<file path="src/rtl/super_res_fetch_fifo.sv">
// Prefetch stage between the SDRAM read port and the super-res pixel renderer.
// Streams 32-bit VRAM words from a page start address into a show-ahead FIFO,
// issuing reads only inside the bus window, with credit-based flow control
// (FIFO occupancy + outstanding reads never exceed DEPTH).
//
// state | meaning
// ------+------------------------------------------------------------
// IDLE  | no requests issued; FIFO contents remain poppable
// FETCH | issuing reads while window, credit and remaining allow
// DRAIN | discarding in-flight returns after a flush
module super_res_fetch_fifo #(
    parameter int DEPTH = 8
) (
    input  logic        clk,
    input  logic        reset,
    input  logic        enable_i,
    input  logic        frame_start_i,
    input  logic [17:0] start_addr_i,
    input  logic [17:0] frame_words_i,
    input  logic        bus_window_i,
    output logic        mem_req_o,
    output logic [17:0] mem_addr_o,
    input  logic        mem_ack_i,
    input  logic        mem_rvalid_i,
    input  logic [31:0] mem_rdata_i,
    input  logic        pop_i,
    output logic [31:0] data_out_o,
    output logic        data_valid_o,
    output logic        underflow_o
);

    localparam int AW  = $clog2(DEPTH);
    localparam int CW  = AW + 1;
    localparam int CRW = CW + 1;

    typedef enum logic [1:0] {IDLE, FETCH, DRAIN} state_t;

    state_t          state_q, state_d;
    logic            mem_req_q, mem_req_d;
    logic [17:0]     mem_addr_q, mem_addr_d;
    logic [17:0]     pend_addr_q, pend_addr_d;
    logic            stale_q, stale_d;
    logic [17:0]     remaining_q, remaining_d;
    logic [CW-1:0]   outstanding_q, outstanding_d;
    logic [CW-1:0]   count_q, count_d;
    logic [AW-1:0]   wr_ptr_q, wr_ptr_d;
    logic [AW-1:0]   rd_ptr_q, rd_ptr_d;
    logic [31:0]     data_out_q, data_out_d;
    logic            underflow_q, underflow_d;
    logic [31:0]     fifo_mem [DEPTH];
    logic [CRW-1:0]  credit;

    logic restart, flush, hs, hold, push, pop_ok, busy;

    // A request held at flush time still completes; it is marked stale so it
    // neither consumes the new frame's word budget nor feeds the FIFO.
    assign restart = enable_i & frame_start_i;
    assign flush   = restart | ~enable_i;
    assign hs      = mem_req_q & mem_ack_i;
    assign hold    = mem_req_q & ~mem_ack_i;
    assign push    = mem_rvalid_i & (state_q != DRAIN) & ~flush;
    assign pop_ok  = pop_i & (count_q != '0) & ~flush;
    assign busy    = (outstanding_d != '0) | hold;

    // State register.
    always_ff @(posedge clk or posedge reset) begin
        if (reset) state_q <= IDLE;
        else       state_q <= state_d;
    end

    // Next-state selection; flush conditions override the per-state rules.
    always_comb begin
        state_d = state_q;
        if (!enable_i) begin
            state_d = busy ? DRAIN : IDLE;
        end else if (frame_start_i) begin
            state_d = busy ? DRAIN : FETCH;
        end else begin
            unique case (state_q)
                FETCH:   if (remaining_d == '0 && !busy) state_d = IDLE;
                DRAIN:   if (!busy) state_d = FETCH;
                default: state_d = state_q;
            endcase
        end
    end

    // Counters, pointers, address and FIFO head next values.
    always_comb begin
        outstanding_d = outstanding_q + CW'(hs) - CW'(mem_rvalid_i);
        if (flush) begin
            count_d  = '0;
            wr_ptr_d = '0;
            rd_ptr_d = '0;
        end else begin
            count_d  = count_q + CW'(push) - CW'(pop_ok);
            wr_ptr_d = wr_ptr_q + AW'(push);
            rd_ptr_d = rd_ptr_q + AW'(pop_ok);
        end

        remaining_d = remaining_q;
        if (!enable_i)            remaining_d = '0;
        else if (restart)         remaining_d = frame_words_i;
        else if (hs && !stale_q)  remaining_d = remaining_q - 18'd1;

        pend_addr_d = restart ? start_addr_i : pend_addr_q;

        mem_addr_d = mem_addr_q;
        if (hs) begin
            if (restart)      mem_addr_d = start_addr_i;
            else if (stale_q) mem_addr_d = pend_addr_q;
            else              mem_addr_d = mem_addr_q + 18'd1;
        end else if (restart && !mem_req_q) begin
            mem_addr_d = start_addr_i;
        end

        stale_d = hs ? 1'b0 : (stale_q | (flush & mem_req_q));

        underflow_d = restart ? 1'b0 : (underflow_q | (pop_i & (count_q == '0)));

        data_out_d = data_out_q;
        if (push && (count_q == '0 || (count_q == CW'(1) && pop_ok)))
            data_out_d = mem_rdata_i;
        else if (pop_ok && count_q > CW'(1))
            data_out_d = fifo_mem[rd_ptr_q + AW'(1)];
    end

    // Request output: keep a pending request, otherwise issue on window and credit.
    always_comb begin
        credit    = {1'b0, count_d} + {1'b0, outstanding_d};
        mem_req_d = 1'b0;
        if (hold)
            mem_req_d = 1'b1;
        else if (state_d == FETCH && bus_window_i && remaining_d != '0 &&
                 credit < CRW'(DEPTH))
            mem_req_d = 1'b1;
    end

    // Datapath registers.
    always_ff @(posedge clk or posedge reset) begin
        if (reset) begin
            mem_req_q     <= 1'b0;
            mem_addr_q    <= '0;
            pend_addr_q   <= '0;
            stale_q       <= 1'b0;
            remaining_q   <= '0;
            outstanding_q <= '0;
            count_q       <= '0;
            wr_ptr_q      <= '0;
            rd_ptr_q      <= '0;
            data_out_q    <= '0;
            underflow_q   <= 1'b0;
        end else begin
            mem_req_q     <= mem_req_d;
            mem_addr_q    <= mem_addr_d;
            pend_addr_q   <= pend_addr_d;
            stale_q       <= stale_d;
            remaining_q   <= remaining_d;
            outstanding_q <= outstanding_d;
            count_q       <= count_d;
            wr_ptr_q      <= wr_ptr_d;
            rd_ptr_q      <= rd_ptr_d;
            data_out_q    <= data_out_d;
            underflow_q   <= underflow_d;
        end
    end

    // FIFO storage write; no reset needed, validity is tracked by count_q.
    always_ff @(posedge clk) begin
        if (push) fifo_mem[wr_ptr_q] <= mem_rdata_i;
    end

`ifndef SYNTHESIS
    // Credit accounting must make a push into a full FIFO impossible.
    always_ff @(posedge clk) begin
        if (!reset)
            assert (!(push && !pop_ok && count_q == CW'(DEPTH)))
                else $error("fifo overflow");
    end
`endif

    assign mem_req_o    = mem_req_q;
    assign mem_addr_o   = mem_addr_q;
    assign data_out_o   = data_out_q;
    assign data_valid_o = (count_q != '0);
    assign underflow_o  = underflow_q;

endmodule

</file>
<file path="config.mk">
export PLATFORM = sky130hd
export DESIGN_NAME = super_res_fetch_fifo
export DESIGN_NICKNAME = d
export VERILOG_FILES = /design/src/rtl/super_res_fetch_fifo.sv
export SDC_FILE = /design/constraint.sdc
export NUM_CORES = 1
export LEC_CHECK = 0
export CELL_PAD_IN_SITES_DETAIL_PLACEMENT = 0
export CELL_PAD_IN_SITES_GLOBAL_PLACEMENT = 2
export CORE_MARGIN = 3
export CORE_UTILIZATION = 42
export CTS_CLUSTER_DIAMETER = 60
export DETAILED_ROUTE_END_ITERATION = 8
export PLACE_DENSITY = 0.84
export SLEW_MARGIN = 20
export SYNTH_ARGS = -nofsm -noshare
export SYNTH_HDL_FRONTEND = slang
export SYNTH_SLANG_ARGS = --single-unit
</file>
<file path="constraint.sdc">
create_clock -name clk -period 5.04 [get_ports clk]
set_input_delay 0.756 -clock clk [delete_from_list [all_inputs] [get_ports clk]]
set_output_delay 0.756 -clock clk [all_outputs]
set_load 0.01 [all_outputs]
</file>
==> results of run 1 <==
[synth_stat cells, types with 3 or more instances]
cell / number
nand2_1: 99
o22ai_1: 25
mux2_2: 11
or4_1: 6
edfxtp_1: 256
a22oi_1: 33
a21oi_1: 29
a211oi_1: 3
clkbuf_1: 31
nor4_1: 9
nand3b_1: 3
mux2i_1: 33
xnor2_1: 17
a32oi_1: 3
and2_1: 7
nor3_1: 11
nand3_1: 16
dfrtp_1: 105
nor2_1: 45
nand2b_1: 7
xor2_1: 11
a31oi_1: 7
nor3b_1: 3
buf_1: 19
or3_1: 6
ha_1: 21
o32ai_1: 7
o21ai_0: 58
inv_1: 21
mux4_2: 64
nand4_1: 6
buf_2: 4
[layout make-up]
| cell class | count | share of cell area (%) |
|---|---|---|
| well taps | 461 | 3.07 |
| flip-flops and latches | 361 | 54.9 |
| inverters | 21 | 0.432 |
| multi-input cells | 574 | 25.7 |
| clock buffers | 56 | 6.19 |
| repair buffers | 159 | 8.18 |
| clock inverters | 21 | 1.55 |
[layer usage]
layer	up-vias	GRT usage (%)	share of wire [%]
li1	4237	-	-
met3	50	3.33	5.6
met1	4728	25.7	43
met5	-	0	0.076
met4	4	3.99	1.5
met2	259	31.1	49
[state kept, by name (all words and copies together), names as in the netlist]
register,flops
count_q,4
mem_addr_o,18
outstanding_q,4
data_out_o,32
rd_ptr_q,3
fifo_mem,256
wr_ptr_q,3
stale_q,1
pend_addr_q,18
remaining_q,18
underflow_o,1
mem_req_o,1
state_q,2
[power by group]
group / switching, mW / internal, mW
registers: 0.171 / 3.40
clock network: 1.22 / 1.91
logic: 0.541 / 0.585
total: 1.94 / 5.89
[kinds of logic after synthesis]
family | count (synthesis) | synth area share (%)
simple gates | 235 | 7.58
mux | 108 | 12.4
buf+inv | 75 | 1.87
flops | 361 | 67.3
xor+xnor | 28 | 1.60
compound gates | 180 | 7.31
fa+ha+maj | 23 | 1.98
[layout by cell type (no fill, tap or decap), drive strengths merged, types with 8 or more instances in the layout]
| cell type | instances |
|---|---|
| a21oi | 29 |
| a22oi | 33 |
| buf | 31 |
| clkbuf | 56 |
| clkdlybuf4s50 | 128 |
| clkinv | 9 |
| dfrtp | 105 |
| edfxtp | 256 |
| ha | 21 |
| inv | 27 |
| mux2 | 11 |
| mux2i | 33 |
| mux4 | 64 |
| nand2 | 99 |
| nand3 | 18 |
| nor2 | 45 |
| nor3 | 11 |
| nor4 | 10 |
| o21ai | 59 |
| o22ai | 25 |
| or4 | 8 |
| xnor2 | 17 |
| xor2 | 11 |
[worst paths after layout]
path                            startpoint               to  slack [ps]  cells past startpoint
min reg2reg                pend_addr_q[14]  pend_addr_q[14]         470                      2
max in group asynchronous            reset   pend_addr_q[6]        3290                      3
max                               enable_i        mem_req_o        1220                     15
max reg2reg                     count_q[2]        mem_req_o        1430                     17
min                        pend_addr_q[14]  pend_addr_q[14]         470                      2
min in group asynchronous            reset   mem_addr_o[14]         740                      2
[stage by stage]
stage                     power, mW  cell area [um2]  setup WS (ps)
after detailed placement       4.76            17300            600
after CTS                      7.90            18800           1180
after floorplan                4.18            15300            840
after global placement         4.75            17300            656
final                          7.82            18800           1220
after global routing           8.16            18800            937
[worst max-delay path, delay by kind of cell]
family | cells | cell delay, ps
AO/OA/AOI/OAI | 3 | 480
XOR/XNOR | 1 | 130
adder cells (fa/ha/maj) | 3 | 840
buffers and inverters | 2 | 510
AND/OR/NAND/NOR | 6 | 1560
==> run metrics, run 1 <==
Worst Setup Start Kind=primary input; Max Transition Viols Final=0; clk root buf=clkbuf_16; leakage=6.58 nW; layout cells sized above 1=16.6%; Synth Warn #=0; Final Cycle Share=75.8%; Filler cells=2917; dpl cells=1576; routed length per instance=21.6 um; worst-path fanout max=4; cell mode on critical path=ha_1; CP arrival=4280 ps; Final Hold Fails=0; later-pin clock latency in the skew report=540 ps; WP data required=5500 ps; Nets=1258; antenna violations before repair=2; row count=69; Slew @ Worst Pin=1030 ps; Cell variety after synth=59; largest net degree at the start of global routing=58; Final TNS setup=0 ps; CTS Buf Count=42; first-pass GRT wire length=56200 um; Async SR Flop Fraction=29.1%; number of synthesized flops with an enable pin=256; Fmax=262 MHz; RSZ-0062 raised after global routing=no; Port Buffer Count=128; Yosys top cell area share=50.2%; Syn-to-layout area delta=22.7%; # clock sinks=361; Register Area=0.0103 mm2; Syn Nets=1109; antenna viol nets, final=0; cts repair resizes=0; Initial Utilization=42.9%; number of max-cap violations=0; Main synth FF type=edfxtp_1; Chip Width=197 um; First-pass DRT Iterations=5; Hold Path Class=reg -> reg; Post-Route WL=35700 um; Worst setup EP type=flop; crit path time final=3820 ps; critical path class=in -> reg; CP peak stage delay=600 ps; Slew headroom=31.3%; vias in the first global route=9676; GRT overflow=0; Starting DRT DRC Count=689; worst clock skew=25.2 ps; syn avg cell area=15.2 um2; slowest cell on the critical path=or4b_2; CTS tree=done; drt drc=0; Setup-failing EPs final=0; peak supply drop=258 uV; Synth Register Bits=361; cts hold-fix bufs=0; Avg Vias per Cell=5.61; Non-Filler Instances=1653; H-Tree Level Count=2; DP HPWL=21200 um; Die Ht=197 um; Post-Synthesis Cells=1010; Clock transition at path regs=60 ps; dominant cell type by area after synthesis=edfxtp_1; run status=finished, final reports clean; synthesized area=0.0153 mm2; power per cell area=416 mW/mm2; die area=0.0388 mm2; Post-CTS Setup Bufs=0; Fin Hold WS=474 ps; # IOs=129; CTS max path bufs=3; Placer Congestion=0.794; multi-input combinational cell area=0.00483 mm2; detailed-route via count=9278; final core occ=52.6%; ant diodes=0; Seq/Total Area, Yosys=67.3%; cells along the critical path=clkdlybuf4s50_1 -> nor2b_2 -> nand3b_1 -> ha_1 -> inv_1 -> ha_1 -> a21o_1 -> a21oi_1 -> xnor2_1 -> nor2_1 -> ha_1 -> nor4b_1 -> nand2_1 -> or4b_2 -> o21ai_1; GRT Total Usage=18.5%; Core ar.=0.0357 mm2; top cells by area, synth=edfxtp_1, dfrtp_1, mux4_2
No activity file was read; power rests on OpenSTA's default activity.
==> run 2: changes to the inputs <==
--- a/config.mk
+++ b/config.mk
@@ -8,10 +8,10 @@
 export CELL_PAD_IN_SITES_DETAIL_PLACEMENT = 0
 export CELL_PAD_IN_SITES_GLOBAL_PLACEMENT = 2
 export CORE_MARGIN = 3
-export CORE_UTILIZATION = 42
+export CORE_UTILIZATION = 38
 export CTS_CLUSTER_DIAMETER = 60
 export DETAILED_ROUTE_END_ITERATION = 8
-export PLACE_DENSITY = 0.84
+export PLACE_DENSITY = 0.81
 export SLEW_MARGIN = 20
 export SYNTH_ARGS = -nofsm -noshare
 export SYNTH_HDL_FRONTEND = slang
==> constraint.sdc (replaced) <==
create_clock -name clk -period 3.1 [get_ports clk]
set_input_delay 0.465 -clock clk [delete_from_list [all_inputs] [get_ports clk]]
set_output_delay 0.465 -clock clk [all_outputs]
set_load 0.01 [all_outputs]
==> run metrics, run 2 (synthesis results as in run 1) <==
die area=0.0428 mm2; Comb pwr share=15.6%; Setup-failing EPs final=1; power share of the sequential group=45.7%; Slew headroom=39.5%; Filler cells=3374; slowest cell on the critical path=fa_2; CTS max path bufs=3; CP peak stage delay=520 ps; met2 usage=30.1%; Slew @ Worst Pin=908 ps; run status=finished, violations left; RSZ-0062 raised after global routing=yes; worst r2r dst=mem_req_o; antenna violations before repair=1; ant diodes=0; met3 usage in global routing=3.10%; placed instance area=0.0178 mm2; max reg flops=256; drt drc=0; cell mode on critical path=ha_4; later-pin clock latency in the skew report=550 ps; met1 usage=23.8%; routed length per instance=20.9 um; critical path class=reg -> reg; number of max-cap violations=0; Worst Setup Start Kind=flop; CTS tree=done; power per cell area=653 mW/mm2; Fin Hold WS=407 ps; Post-Route WL=36800 um; Max Transition Viols Final=0; failing checks=setup timing; Int Pwr=9.56 mW; DP HPWL=22000 um; Nets=1314; CP top delay family=adder cells; Final Instance Area=0.0195 mm2; Hold Path Class=in -> async; crit path time final=3180 ps; GRT Total Usage=17.6%; Clock transition at path regs=60 ps; cts hold-fix bufs=0; # clock sinks=361; commonest cells after routing, fill and taps aside=edfxtp_1, clkdlybuf4s50_1, dfrtp_1; Die Ht=207 um; Avg Vias per Cell=5.40; Core ar.=0.0393 mm2; Chip Width=207 um; Fmax=314 MHz; vias in the first global route=10000; Worst setup EP type=flop; Buf/Inv on CP=1; First-pass DRT Iterations=5; # IOs=129; largest net degree at the start of global routing=85; CP arrival=3650 ps; CTS Buf Count=42; cells along the critical path=ha_4 -> nand3b_1 -> ha_4 -> inv_2 -> ha_4 -> fa_2 -> and2_4 -> ha_4 -> a31o_2 -> nand2_1 -> nand2_1 -> or4b_4 -> o21ai_2; row count=72; clk root buf=clkbuf_16; reg2reg path depth=13; Top reg by flops=fifo_mem; worst-path fanout max=2; antenna viol nets, final=0; Clk pwr share=38.7%; Initial Utilization=39.0%; Final Cycle Share=103%; layout cells sized above 1=21.6%; DP Worst Slack=-724 ps; first-pass GRT wire length=58000 um; GRT overflow=0; FF-to-FF Start=state_q[1]; Final TNS setup=-83.2 ps; peak supply drop=413 uV; Starting DRT DRC Count=601; Psw=3.14 mW; WP data required=3560 ps; Syn-to-layout area delta=26.9%; Port Buffer Count=128; worst clock skew=20.9 ps; r2r setup slk=-80 ps; Placer Congestion=0.780; Worst Slack Setup Final=-83.2 ps; layer with the highest usage=met2; leakage=6.82 nW; net switching fraction of the power=24.8%; most common cell after layout, fill and taps aside=edfxtp_1; detailed-route via count=9527; Final Hold Fails=0; H-Tree Level Count=2
run 2: stage by stage:
step	power [mW]	instances	utilization [%]
floorplan	6.82	1010	-
global placement	7.82	1672	45.4
detailed placement	7.84	1672	45.4
CTS	12.8	1762	49.4
global route	13.3	1765	49.5
finish	12.7	1765	49.5
run 2: power groups by stage:
stage	Clock (mW)	Combinational (mW)	Sequential (mW)
global placement	0	1.92	5.90
floorplan	0	0.882	5.94
detailed placement	0	1.95	5.89
CTS	5.04	2.00	5.81
finish	4.91	1.98	5.81
global route	5.24	2.20	5.84
run 2: final cells by class:
type	count	area (um2)	area share (%)
Sequential cell	361	10300	53.0
Multi-Input combinational cell	574	4970	25.6
Timing Repair Buffer	215	2050	10.5
Clock buffer	59	1130	5.83
Tap cell	518	648	3.33
Clock inverter	17	248	1.27
Inverter	21	82.6	0.425
run 2: worst reg2reg max path, stage by stage (launching register included):
cell and delay (ps):
dfrtp_1 410, ha_4 170, nand3b_1 220, ha_4 310
inv_2 30, ha_4 150, fa_2 520, and2_4 150
ha_4 180, a31o_2 220, nand2_1 50, nand2_1 50
or4b_4 520, o21ai_2 140
run 2: repair_timing:
action	in CTS	in global routing
pin swaps	18	9
buffers inserted	14	3
setup endpoints to repair	1	6
resized for setup	21	3
run 2: worst max path at each step:
stage          startpoint         to  slack, ps  cells after the start
3_5_place_dp     enable_i  mem_req_o       -720                     15
6_report       state_q[1]  mem_req_o        -80                     13
5_1_grt        state_q[1]  mem_req_o       -190                     13
4_1_cts        state_q[1]  mem_req_o        -60                     14
2_1_floorplan    enable_i  mem_req_o        -80                     14
3_3_place_gp     enable_i  mem_req_o       -680                     15
run 2: metal layers:
metal	share of wire (%)	routed length (um)
met5	0.049	18
met4	1.6	595
met3	5.0	1830
met2	50	18400
met1	43	16000
